[src/rtl/adder_stim_check_if.sv]
// -----------------------------------------------------------------------------
// adder_stim_check_if
// Bus bundle between the adder stimulus/checker and its environment.
//   start      - single-cycle run request into the checker
//   a, b       - operands driven by the checker to the adder
//   sum        - registered adder result returned to the checker (WIDTH+1 bits)
//   busy/done  - run status from the checker
//   pass       - run verdict, valid while done is high
//   err_count  - saturating mismatch count
//   vec_count  - vectors issued in the current run
// Modports: master = checker side, slave = adder/environment side.
// -----------------------------------------------------------------------------
interface adder_stim_check_if #(
    parameter int unsigned WIDTH = 97
);
    logic             start;
    logic [WIDTH-1:0] a;
    logic [WIDTH-1:0] b;
    logic [WIDTH:0]   sum;
    logic             busy;
    logic             done;
    logic             pass;
    logic [15:0]      err_count;
    logic [15:0]      vec_count;

    modport master (
        input  start,
        input  sum,
        output a,
        output b,
        output busy,
        output done,
        output pass,
        output err_count,
        output vec_count
    );

    modport slave (
        output start,
        output sum,
        input  a,
        input  b,
        input  busy,
        input  done,
        input  pass,
        input  err_count,
        input  vec_count
    );
endinterface

[src/rtl/adder_stim_check.sv]
// -----------------------------------------------------------------------------
// adder_stim_check
// Self-checking traffic source and sink for a registered adder. Two LFSRs drive
// operands a/b once per cycle during a run; the predicted a+b travels down a
// LATENCY-deep expected pipeline and is compared with the returned sum.
// Ports:
//   clk    - rising-edge clock
//   reset  - synchronous, active-high
//   bus    - adder_stim_check_if.master (start, a, b, sum, busy, done, pass,
//            err_count, vec_count)
// Optional feature: define ADDER_CHK_CORNER_EN to prepend four fixed corner
// vectors (carry ripple, all-ones, zero, MSB) to every run.
// -----------------------------------------------------------------------------
module adder_stim_check #(
    parameter int unsigned      WIDTH       = 97,
    parameter int unsigned      LATENCY     = 2,
    parameter int unsigned      NUM_VECTORS = 1024,
    parameter logic [WIDTH-1:0] SEED_A      = WIDTH'(1),
    parameter logic [WIDTH-1:0] SEED_B      = WIDTH'(2),
    parameter logic [WIDTH-1:0] TAP_MASK    = WIDTH'(6)
) (
    input logic                clk,
    input logic                reset,
    adder_stim_check_if.master bus
);

    // An all-zero seed would lock the LFSR, so it is replaced by 1.
    localparam logic [WIDTH-1:0] SEED_A_FIX = (SEED_A == '0) ? WIDTH'(1) : SEED_A;
    localparam logic [WIDTH-1:0] SEED_B_FIX = (SEED_B == '0) ? WIDTH'(1) : SEED_B;
    localparam logic [15:0]      LAST_VEC   = 16'(NUM_VECTORS - 1);

    typedef enum logic [1:0] {StIdle, StRun, StDrain, StDone} state_e;

    state_e           r_state;
    state_e           w_state_next;

    logic [WIDTH-1:0] r_a;
    logic [WIDTH-1:0] r_b;
    logic [15:0]      r_vec_count;
    logic [15:0]      r_err_count;
    logic             r_done;
    logic             r_pass;

    logic [LATENCY-1:0] r_pipe_vld;
    logic [WIDTH:0]     r_pipe_exp [LATENCY];

    logic             w_launch;
    logic             w_last_vec;
    logic             w_pipe_pending;
    logic             w_mismatch;
    logic [15:0]      w_err_next;
    logic [WIDTH:0]   w_sum_exp;
    logic             w_busy;
    logic [WIDTH-1:0] w_a_init;
    logic [WIDTH-1:0] w_b_init;
    logic [WIDTH-1:0] w_a_adv;
    logic [WIDTH-1:0] w_b_adv;

    function automatic logic [WIDTH-1:0] lfsr_step(input logic [WIDTH-1:0] x);
        return {x[WIDTH-2:0], ^(x & TAP_MASK)};
    endfunction

    assign w_launch   = ((r_state == StIdle) || (r_state == StDone)) && bus.start;
    assign w_last_vec = (r_vec_count == LAST_VEC);
    assign w_sum_exp  = {1'b0, r_a} + {1'b0, r_b};

    // ---------------------------------------------------------------- FSM
    always_ff @(posedge clk) begin
        if (reset) begin
            r_state <= StIdle;
        end else begin
            r_state <= w_state_next;
        end
    end

    always_comb begin
        w_state_next = r_state;
        case (r_state)
            StIdle:  if (bus.start) w_state_next = StRun;
            StRun:   if (w_last_vec) w_state_next = StDrain;
            // Leave once only the final stage (checked this cycle) may still be valid.
            StDrain: if (!w_pipe_pending) w_state_next = StDone;
            StDone:  if (bus.start) w_state_next = StRun;
            default: w_state_next = StIdle;
        endcase
    end

    always_comb begin
        w_busy = (r_state == StRun) || (r_state == StDrain);
    end

    // ---------------------------------------------------------------- operand sources
`ifdef ADDER_CHK_CORNER_EN
    localparam logic [WIDTH-1:0] MSB_ONLY = WIDTH'(1) << (WIDTH - 1);

    logic [WIDTH-1:0] r_lfsr_a;
    logic [WIDTH-1:0] r_lfsr_b;

    // Corner vectors v0..v3 are loaded into a/b directly; the LFSRs sit at the
    // seeds until v4 is issued, then step in lockstep with a/b.
    always_comb begin
        w_a_init = '1;
        w_b_init = WIDTH'(1);
        w_a_adv  = r_lfsr_a;
        w_b_adv  = r_lfsr_b;
        case (r_vec_count)
            16'd0: begin
                w_a_adv = '1;
                w_b_adv = '1;
            end
            16'd1: begin
                w_a_adv = '0;
                w_b_adv = '0;
            end
            16'd2: begin
                w_a_adv = MSB_ONLY;
                w_b_adv = MSB_ONLY;
            end
            default: ;
        endcase
    end

    always_ff @(posedge clk) begin
        if (reset) begin
            r_lfsr_a <= '0;
            r_lfsr_b <= '0;
        end else if (w_launch) begin
            r_lfsr_a <= SEED_A_FIX;
            r_lfsr_b <= SEED_B_FIX;
        end else if ((r_state == StRun) && !w_last_vec && (r_vec_count >= 16'd3)) begin
            r_lfsr_a <= lfsr_step(r_lfsr_a);
            r_lfsr_b <= lfsr_step(r_lfsr_b);
        end
    end
`else
    // a/b are the LFSR registers themselves.
    always_comb begin
        w_a_init = SEED_A_FIX;
        w_b_init = SEED_B_FIX;
        w_a_adv  = lfsr_step(r_a);
        w_b_adv  = lfsr_step(r_b);
    end
`endif

    // ---------------------------------------------------------------- expected pipeline
    always_ff @(posedge clk) begin
        if (reset) begin
            r_pipe_vld <= '0;
        end else begin
            r_pipe_vld[0] <= (r_state == StRun);
            for (int i = 1; i < int'(LATENCY); i++) begin
                r_pipe_vld[i] <= r_pipe_vld[i-1];
            end
        end
    end

    // Data is qualified by the valid bits, so it needs no reset.
    always_ff @(posedge clk) begin
        r_pipe_exp[0] <= w_sum_exp;
        for (int i = 1; i < int'(LATENCY); i++) begin
            r_pipe_exp[i] <= r_pipe_exp[i-1];
        end
    end

    always_comb begin
        w_pipe_pending = 1'b0;
        for (int i = 0; i < int'(LATENCY) - 1; i++) begin
            w_pipe_pending = w_pipe_pending | r_pipe_vld[i];
        end
    end

    // ---------------------------------------------------------------- check
    assign w_mismatch = r_pipe_vld[LATENCY-1] && (bus.sum != r_pipe_exp[LATENCY-1]);

    always_comb begin
        w_err_next = r_err_count;
        if (w_mismatch && (r_err_count != 16'hFFFF)) begin
            w_err_next = r_err_count + 16'd1;
        end
    end

    // ---------------------------------------------------------------- datapath / status
    always_ff @(posedge clk) begin
        if (reset) begin
            r_a         <= '0;
            r_b         <= '0;
            r_vec_count <= '0;
            r_err_count <= '0;
            r_done      <= 1'b0;
            r_pass      <= 1'b0;
        end else begin
            r_done <= (w_state_next == StDone);
            // Folds in the final check that lands on the DONE entry edge.
            r_pass <= (w_state_next == StDone) && (w_err_next == '0);
            if (w_launch) begin
                r_a         <= w_a_init;
                r_b         <= w_b_init;
                r_vec_count <= '0;
                r_err_count <= '0;
            end else begin
                r_err_count <= w_err_next;
                if (r_state == StRun) begin
                    r_vec_count <= r_vec_count + 16'd1;
                    // a/b hold on the last vector so DRAIN keeps them stable.
                    if (!w_last_vec) begin
                        r_a <= w_a_adv;
                        r_b <= w_b_adv;
                    end
                end
            end
        end
    end

    assign bus.a         = r_a;
    assign bus.b         = r_b;
    assign bus.busy      = w_busy;
    assign bus.done      = r_done;
    assign bus.pass      = r_pass;
    assign bus.err_count = r_err_count;
    assign bus.vec_count = r_vec_count;

endmodule

[src/flat_wrapper.sv]
// flat-port wrapper written by rule: the top's interface ports become plain ports
module adder_stim_check_flat 
#(
    parameter int unsigned      WIDTH       = 97,
    parameter int unsigned      LATENCY     = 2,
    parameter int unsigned      NUM_VECTORS = 1024,
    parameter logic [WIDTH-1:0] SEED_A      = WIDTH'(1),
    parameter logic [WIDTH-1:0] SEED_B      = WIDTH'(2),
    parameter logic [WIDTH-1:0] TAP_MASK    = WIDTH'(6)
)
  (clk, reset, bus_start, bus_sum, bus_a, bus_b, bus_busy, bus_done, bus_pass, bus_err_count, bus_vec_count);
  adder_stim_check_if #(.WIDTH(WIDTH)) bus_i ();
  input logic clk;
  input logic reset;
  input wire logic [$bits(bus_i.start)-1:0] bus_start;
  input wire logic [$bits(bus_i.sum)-1:0] bus_sum;
  output wire logic [$bits(bus_i.a)-1:0] bus_a;
  output wire logic [$bits(bus_i.b)-1:0] bus_b;
  output wire logic [$bits(bus_i.busy)-1:0] bus_busy;
  output wire logic [$bits(bus_i.done)-1:0] bus_done;
  output wire logic [$bits(bus_i.pass)-1:0] bus_pass;
  output wire logic [$bits(bus_i.err_count)-1:0] bus_err_count;
  output wire logic [$bits(bus_i.vec_count)-1:0] bus_vec_count;
  assign bus_i.start = bus_start;
  assign bus_i.sum = bus_sum;
  assign bus_a = bus_i.a;
  assign bus_b = bus_i.b;
  assign bus_busy = bus_i.busy;
  assign bus_done = bus_i.done;
  assign bus_pass = bus_i.pass;
  assign bus_err_count = bus_i.err_count;
  assign bus_vec_count = bus_i.vec_count;
  adder_stim_check #(.WIDTH(WIDTH), .LATENCY(LATENCY), .NUM_VECTORS(NUM_VECTORS), .SEED_A(SEED_A), .SEED_B(SEED_B), .TAP_MASK(TAP_MASK)) u_core (.clk(clk), .reset(reset), .bus(bus_i));
endmodule
[config.mk]
export PLATFORM = sky130hd
export DESIGN_NAME = adder_stim_check_flat
export DESIGN_NICKNAME = d
export VERILOG_FILES = /design/src/rtl/adder_stim_check_if.sv /design/src/rtl/adder_stim_check.sv /design/src/flat_wrapper.sv
export SDC_FILE = /design/constraint.sdc
export NUM_CORES = 1
export LEC_CHECK = 0
export BUFFER_PORTS_ARGS = -buffer_cell sky130_fd_sc_hd__buf_2
export CAP_MARGIN = 20
export CORE_MARGIN = 4
export CORE_UTILIZATION = 60
export CTS_BUF_LIST = sky130_fd_sc_hd__clkbuf_16
export CTS_CLUSTER_DIAMETER = 200
export DETAILED_ROUTE_END_ITERATION = 16
export GPL_TIMING_DRIVEN = 0
export PLACE_DENSITY = 0.81
export SLEW_MARGIN = 20
export SYNTH_ARGS = -nofsm -noshare
export SYNTH_HDL_FRONTEND = slang
export SYNTH_SLANG_ARGS = --single-unit
[constraint.sdc]
create_clock -name clk -period 7 [get_ports clk]
set_input_delay 2.1 -clock clk [delete_from_list [all_inputs] [get_ports clk]]
set_output_delay 2.1 -clock clk [all_outputs]
set_load 0.05 [all_outputs]
==> results of run 1 <==
[Yosys cell counts, types with 18 or more instances]
library cell and n:
nand2_1 490, dfxtp_1 428, a21oi_1 336, xnor2_1 157
nor2_1 112, ha_1 101, buf_4 100, clkbuf_1 94
nand4_1 75, o21ai_0 64, xor2_1 63, inv_1 50
a21o_1 43, o21bai_1 38, nand3_1 33, nor3_1 31
buf_2 18
[layer usage]
layer  global-route usage [%]  vias up
li1                         -     9114
met1                    42.46     8877
met2                    52.20      845
met3                    4.366      128
met4                    9.546        4
met5                        0        -
[kinds of logic (layout without fill, tap and decap cells)]
family,Yosys count,in the layout
multiplexers,6,6
other,0,5
flip-flops,428,428
AO/OA/AOI/OAI,611,611
AND/OR/NAND/NOR,824,824
XOR/XNOR,220,220
buffers and inverters,267,676
adder cells (fa/ha/maj),102,102
[metrics by stage]
stage                     power, mW  setup WS [ns]
after floorplan               3.039          2.841
after global placement        3.318          1.512
after detailed placement      3.346          1.507
after CTS                     5.521          2.065
after global routing          5.700          1.964
final                         5.521          1.982
[worst reg2reg max path, cell delays in order, from the launching register on]
cell	delay [ns]
dfxtp_1	0.46
ha_1	0.23
inv_1	0.06
fa_1	0.40
nand2b_1	0.19
a21oi_1	0.29
o211ai_2	0.19
o211ai_1	0.47
a21oi_2	0.18
o21ai_2	0.38
a211oi_2	0.15
o31ai_2	0.38
a31oi_1	0.24
xnor2_1	0.19
[power breakdown]
| group | switching [mW] | internal, mW |
|---|---|---|
| Sequential | 0.0301 | 2.47 |
| Clock | 0.965 | 1.24 |
| Combinational | 0.649 | 0.167 |
| Total | 1.64 | 3.88 |
[state kept, by name (all words and copies together) (netlist names)]
| register | flops |
|---|---|
| u_core.bus.a | 97 |
| u_core.bus.err_count | 16 |
| u_core.r_pipe_vld | 2 |
| u_core.r_state | 2 |
| u_core.bus.vec_count | 16 |
| u_core.r_pipe_exp | 196 |
| u_core.bus.pass | 1 |
| u_core.bus.done | 1 |
| u_core.bus.b | 97 |
[cell type report]
| type | count | area (um2) |
|---|---|---|
| Clock inverter | 34 | 211.5 |
| Fill cell | 2772 | 9547 |
| Tap cell | 448 | 560.5 |
| Antenna cell | 5 | 12.51 |
| Multi-Input combinational cell | 1763 | 10610 |
| Inverter | 50 | 187.7 |
| Sequential cell | 428 | 8568 |
| Timing Repair Buffer | 330 | 1662 |
| Clock buffer | 45 | 1126 |
| Buffer | 217 | 1220 |
[worst paths after layout]
path | from | endpoint | slack, ns | cells after the start
setup / recovery | bus_sum[93] | u_core.bus.pass | 1.98 | 11
hold / removal | u_core.r_pipe_exp[0][41] | u_core.r_pipe_exp[0][139] | 0.32 | 0
setup reg to reg | u_core.bus.a[0] | u_core.r_pipe_exp[0][96] | 3.06 | 13
hold reg to reg | u_core.r_pipe_exp[0][41] | u_core.r_pipe_exp[0][139] | 0.32 | 0
==> summary.md, run 1 <==
| Metric | Value |
|---|---|
| Most frequent cells in the layout | 490 x nand2_1, 428 x dfxtp_1, 347 x buf_2 |
| Placed Instances | 3236 |
| M1 WL | 26.90 mm |
| Met2 routed WL | 28.54 mm |
| Net count, final | 3037 |
| Top cell type's share of synthesized area | 41.63% |
| RSZ-0062 raised after global routing | false |
| Mean Syn Cell Area | 8.373 um2 |
| Antenna-violating nets left | 0 |
| Detailed Route WL | 62.01 mm |
| CORE AREA | 33700 um2 |
| PortBufs | 329 |
| Max_slew headroom | 23.48% |
| Max-cap check violation count | 0 |
| XOR/XNOR Fraction of Synth Area | 9.362% |
| CP Capture Type | flop |
| Synthesized cell area | 20580 um2 |
| Vias in the first global route | 17790 |
| Register area share after synthesis | 41.63% |
| Final Hold Fails | 0 |
| Share of layout cells above drive strength 1 | 19.15% |
| Setup Crit Path Kind | in2reg |
| Crit-path cells | buf_2 -> xnor2_1 -> nand4_1 -> nor4_1 -> nand3_1 -> o31ai_4 -> nor2_2 -> nand4_1 -> mux2i_1 -> o2111ai_2 -> nor4b_2 |
| Final hold slack | 0.3199 ns |
| Area Overhead vs Synth | 17.36% |
| Most used DFF post-synth | dfxtp_1 |
| Seq cells post-synth | 428 |
| Post-CTS setup buffers | 0 |
| Die area | 37330 um2 |
| CTS tree | done |
| Drt first-iter violations | 1554 |
| CP dominant cell by count | nand4_1 |
| Post-DR wirelength/cell | 18.68 um |
| DPL Wire Length | 48.50 mm |
| Pin count of the biggest net entering global routing | 15 |
| IO Pins | 330 |
| Peak supply drop | 248.7 uV |
| Largest family of logic cells by synthesized area | compound AO/OA/AOI/OAI gates |
| Met3 routed WL | 4.550 mm |
| Post-Synth Adder-Cell Area | 6.237% |
| CTS Sinks | 428 |
| Worst-skew pair later-pin latency | 0.55 ns |
| Hold Path Class | reg2reg |
| Post-synth EDFFs | 0 |
| Synth area leaders | dfxtp_1 42%, nand2_1 8.9%, a21oi_1 8.2%, xnor2_1 6.7%, ha_1 6.1% |
| Drt first pass iters | 5 |
| Post-DR vias/cell | 5.713 |
| DR top layer | met5 |
| Most common cell after layout, fill and taps aside | nand2_1 |
| CTS buffer count | 44 |
| YS warnings | 0 |
| Grt total ovfl | 0 |
| Setup Skew | 0.01535 ns |
| Vias | 18970 |
| Area of placed instances | 22800 um2 |
| Cell taking the most area after synthesis | dfxtp_1 |
| Final setup fails | 0 |
| DRC | 0 |
| Final period util | 71.68% |
| Gr usage total | 31.29% |
| H-tree depth | 2 |
| Power per cell area | 228.6 nW/um2 |
| Syn_nets | 2661 |
| Worst Path Buf+Inv | 1 |
| Status | completed |
| Measured slew at the worst slew-check pin | 1.148 ns |
| Clock Path Buffers | 3 |
| Final Cell Area | 24150 um2 |
| Initial Util | 61.07% |
| Crit path max-delay family | simple AND/OR/NAND/NOR gates |
| Die Wd | 193.2 um |
| Pleak | 10.32 nW |
| Critical path data arrival time | 5.46 ns |
| Final setup TNS | 0 ns |
| Post-CTS Hold Buffers | 0 |
| Yosys cell types | 81 |
| Clock-pin slew on the worst setup and hold paths | 0.06 ns |
| Slew Viols, Final | 0 |
| Cell count after synthesis | 2458 |
| Max stage delay cell, worst path | nor4_1 |
| Fin crit period | 5.018 ns |
| Initial antenna violation count | 2 |
| Simple-gate share of the synthesized area | 17.58% |
| # rows | 67 |
| Compound-Gate Fraction of Synth Area | 18.06% |
| Max incr delay on CP | 0.78 ns |
| Mux contribution to synthesized area | 0.2979% |
| Die H | 193.2 um |
| Ys async rst share | 0% |
| Final Non-Filler Cells | 3320 |
| Critical Path Fanout Max | 7 |
| Post-CTS sizing | 0 |
| Final Util | 71.67% |
| Placer Congestion | 0.9562 |
| CP required | 7.44 ns |
| Worst setup SP type | primary input |
| Fmax | 199.3 MHz |
| CTS root buffer | clkbuf_16 |
| First-pass GRT wire length | 96.37 mm |
Power figures use the tool's default switching activity.
==> run 2: changes to the inputs <==
--- a/config.mk
+++ b/config.mk
@@ -5,15 +5,16 @@
 export SDC_FILE = /design/constraint.sdc
 export NUM_CORES = 1
 export LEC_CHECK = 0
+export ABC_AREA = 1
 export BUFFER_PORTS_ARGS = -buffer_cell sky130_fd_sc_hd__buf_2
 export CAP_MARGIN = 20
 export CORE_MARGIN = 4
-export CORE_UTILIZATION = 60
+export CORE_UTILIZATION = 58
 export CTS_BUF_LIST = sky130_fd_sc_hd__clkbuf_16
 export CTS_CLUSTER_DIAMETER = 200
 export DETAILED_ROUTE_END_ITERATION = 16
 export GPL_TIMING_DRIVEN = 0
-export PLACE_DENSITY = 0.81
+export PLACE_DENSITY = 0.78
 export SLEW_MARGIN = 20
 export SYNTH_ARGS = -nofsm -noshare
 export SYNTH_HDL_FRONTEND = slang
==> constraint.sdc (replaced) <==
create_clock -name clk -period 4.8 [get_ports clk]
set_input_delay 1.44 -clock clk [delete_from_list [all_inputs] [get_ports clk]]
set_output_delay 1.44 -clock clk [all_outputs]
set_load 0.05 [all_outputs]
==> summary.md, run 2 <==
| Metric | Value |
|---|---|
| PortBufs | 329 |
| Die H | 203.3 um |
| Area Overhead vs Synth | 17.27% |
| Filler Cells Inserted | 3308 |
| Power per cell area | 603.3 nW/um2 |
| Synth area leaders | dfxtp_1 39%, nor2_1 12%, nand2_1 7.7%, o21ai_0 6.7%, ha_1 5.7% |
| Measured slew at the worst slew-check pin | 0.7302 ns |
| Final period util | 71.54% |
| Seq cells post-synth | 428 |
| # rows | 71 |
| Register Area | 8568 um2 |
| Gr usage total | 35.33% |
| CP required | 5.31 ns |
| Post-CTS setup buffers | 0 |
| Pre-CTS WS | 1.060 ns |
| Fin crit period | 3.434 ns |
| Top post-synthesis cells by count | 689 x nor2_1, 453 x nand2_1, 428 x dfxtp_1, 329 x inv_1, 296 x o21ai_0 |
| Post-DR vias/cell | 5.473 |
| Vias | 21970 |
| Net count, final | 3672 |
| Synthesized cell area | 22120 um2 |
| Worst-skew pair later-pin latency | 0.60 ns |
| Mean Syn Cell Area | 7.149 um2 |
| Post-CTS sizing | 0 |
| Setup ws final | 1.366 ns |
| Final Cell Area | 25940 um2 |
| Ys async rst share | 0% |
| Post-synth EDFFs | 0 |
| Register area share after synthesis | 38.74% |
| Vias in the first global route | 20870 |
| Setup Crit Path Kind | reg2reg |
| Max incr delay on CP | 0.43 ns |
| Crit path max-delay family | compound AO/OA/AOI/OAI gates |
| Status | completed |
| Grt total ovfl | 0 |
| Area of placed instances | 24410 um2 |
| Max-cap check violation count | 0 |
| DRC | 0 |
| Post-DR wirelength/cell | 18.90 um |
| Slew Viols, Final | 0 |
| CTS buffer count | 44 |
| First-pass GRT wire length | 115.4 mm |
| Pin count of the biggest net entering global routing | 15 |
| Critical path data arrival time | 3.95 ns |
| Reg with most FFs | u_core.r_pipe_exp |
| CP dominant cell by count | a21oi_1 |
| Clock Path Buffers | 3 |
| Critical Path Fanout Max | 4 |
| Worst Path Buf+Inv | 0 |
| Initial Util | 58.73% |
| CTS root buffer | clkbuf_16 |
| CORE AREA | 37670 um2 |
| Share of layout cells above drive strength 1 | 16.40% |
| Pleak | 12.07 nW |
| Worst R2R Path Depth | 10 |
| Critical Path Stages | 10 |
| Initial antenna violation count | 8 |
| Max_slew headroom | 50.80% |
| Die area | 41330 um2 |
| Final setup TNS | 0 ns |
| Crit-path cells | ha_1 -> a21oi_1 -> a21boi_0 -> o21ai_0 -> a21oi_1 -> nand2_1 -> nor2_1 -> o21ai_1 -> a31oi_1 -> xnor2_1 |
| Hold Path Class | reg2reg |
| CTS Sinks | 428 |
| Cell taking the most area after synthesis | dfxtp_1 |
| Fmax | 291.2 MHz |
| Clock-pin slew on the worst setup and hold paths | 0.07 ns |
| IO Pins | 330 |
| Drt first pass iters | 8 |
| Multi-input logic area | 11270 um2 |
| RSZ-0062 raised after global routing | false |
| Placer Congestion | 0.9986 |
| Top-count cell post-synth | nor2_1 |
| Final Hold Fails | 0 |
| Detailed Route WL | 75.87 mm |
| Yosys cell types | 50 |
| Drt first-iter violations | 1772 |
| Die Wd | 203.3 um |
| Antenna-violating nets left | 0 |
| H-tree depth | 2 |
| Cell count after synthesis | 3094 |
| Max stage delay cell, worst path | nor2_1 |
| Top cell type's share of synthesized area | 38.74% |
| Most common cell after layout, fill and taps aside | nor2_1 |
| Register-to-Register Setup Slack | 1.37 ns |
| Post-CTS Hold Buffers | 0 |
| Max FFs per register | 196 |
| Final hold slack | 0.3026 ns |
| DPL Wire Length | 60.88 mm |
| Final Util | 68.87% |
| Most frequent cells in the layout | 689 x nor2_1, 453 x nand2_1, 428 x dfxtp_1 |
| CTS tree | done |
| YS warnings | 0 |
| Peak supply drop | 488.8 uV |
| Setup Skew | 0.02771 ns |
| Final setup fails | 0 |
| Worst setup SP type | flop |
| Hold depth | 0 |
| Most used DFF post-synth | dfxtp_1 |
| CP Capture Type | flop |
| Syn_nets | 3297 |
==> run 2: logic make-up after synthesis <==
kind of cell	share of synthesized area [%]
fa+ha+maj	5.803
flops	38.74
xor+xnor	6.850
buf+inv	10.33
simple gates	23.20
compound gates	15.08
==> run 2: final timing paths <==
kind                                  from                   endpoint
setup / recovery          u_core.bus.b[30]   u_core.r_pipe_exp[0][83]
hold / removal    u_core.r_pipe_exp[0][47]  u_core.r_pipe_exp[0][145]
setup reg to reg          u_core.bus.b[30]   u_core.r_pipe_exp[0][83]
hold reg to reg   u_core.r_pipe_exp[0][47]  u_core.r_pipe_exp[0][145]
==> run 2: layer usage <==
metal | vias up | global-route usage, % | wire length (um)
met3 | 181 | 5.979 | 6173
met5 | - | 0 | 50
met1 | 10210 | 47.70 | 32700
met2 | 982 | 56.96 | 33730
met4 | 8 | 13.76 | 3212
li1 | 10580 | - | -
==> run 2: area by class of cell <==
type / instances / area share, %
diodes: 3 / 0.02894
plain buffers: 167 / 3.965
clock buffers: 44 / 4.245
clock inverters: 33 / 1.621
inverters: 336 / 4.862
multi-input cells: 2163 / 43.44
flip-flops and latches: 428 / 33.03
well taps: 511 / 2.465
repair buffers: 329 / 6.348
==> run 2: worst register-to-register path, stage by stage (launching register included) <==
cell      delay, ns
dfxtp_1        0.36
ha_1           0.42
a21oi_1        0.25
a21boi_0       0.27
o21ai_0        0.17
a21oi_1        0.42
nand2_1        0.10
nor2_1         0.43
o21ai_1        0.32
a31oi_1        0.44
xnor2_1        0.17
==> run 2: where the power goes <==
group          internal [mW]  switching [mW]  leakage (nW)
Sequential              4.62           0.812          3.49
Clock                   2.16            1.49         0.767
Combinational           1.95            4.61          7.81
Total                   8.73            6.92          12.1
==> run 2: per-stage QoR <==
stage | power, mW | instances
5_1_grt | 16.40 | 4011
2_1_floorplan | 9.876 | 3094
3_3_place_gp | 11.68 | 3934
3_5_place_dp | 11.86 | 3934
6_report | 15.65 | 4014
4_1_cts | 15.55 | 4011
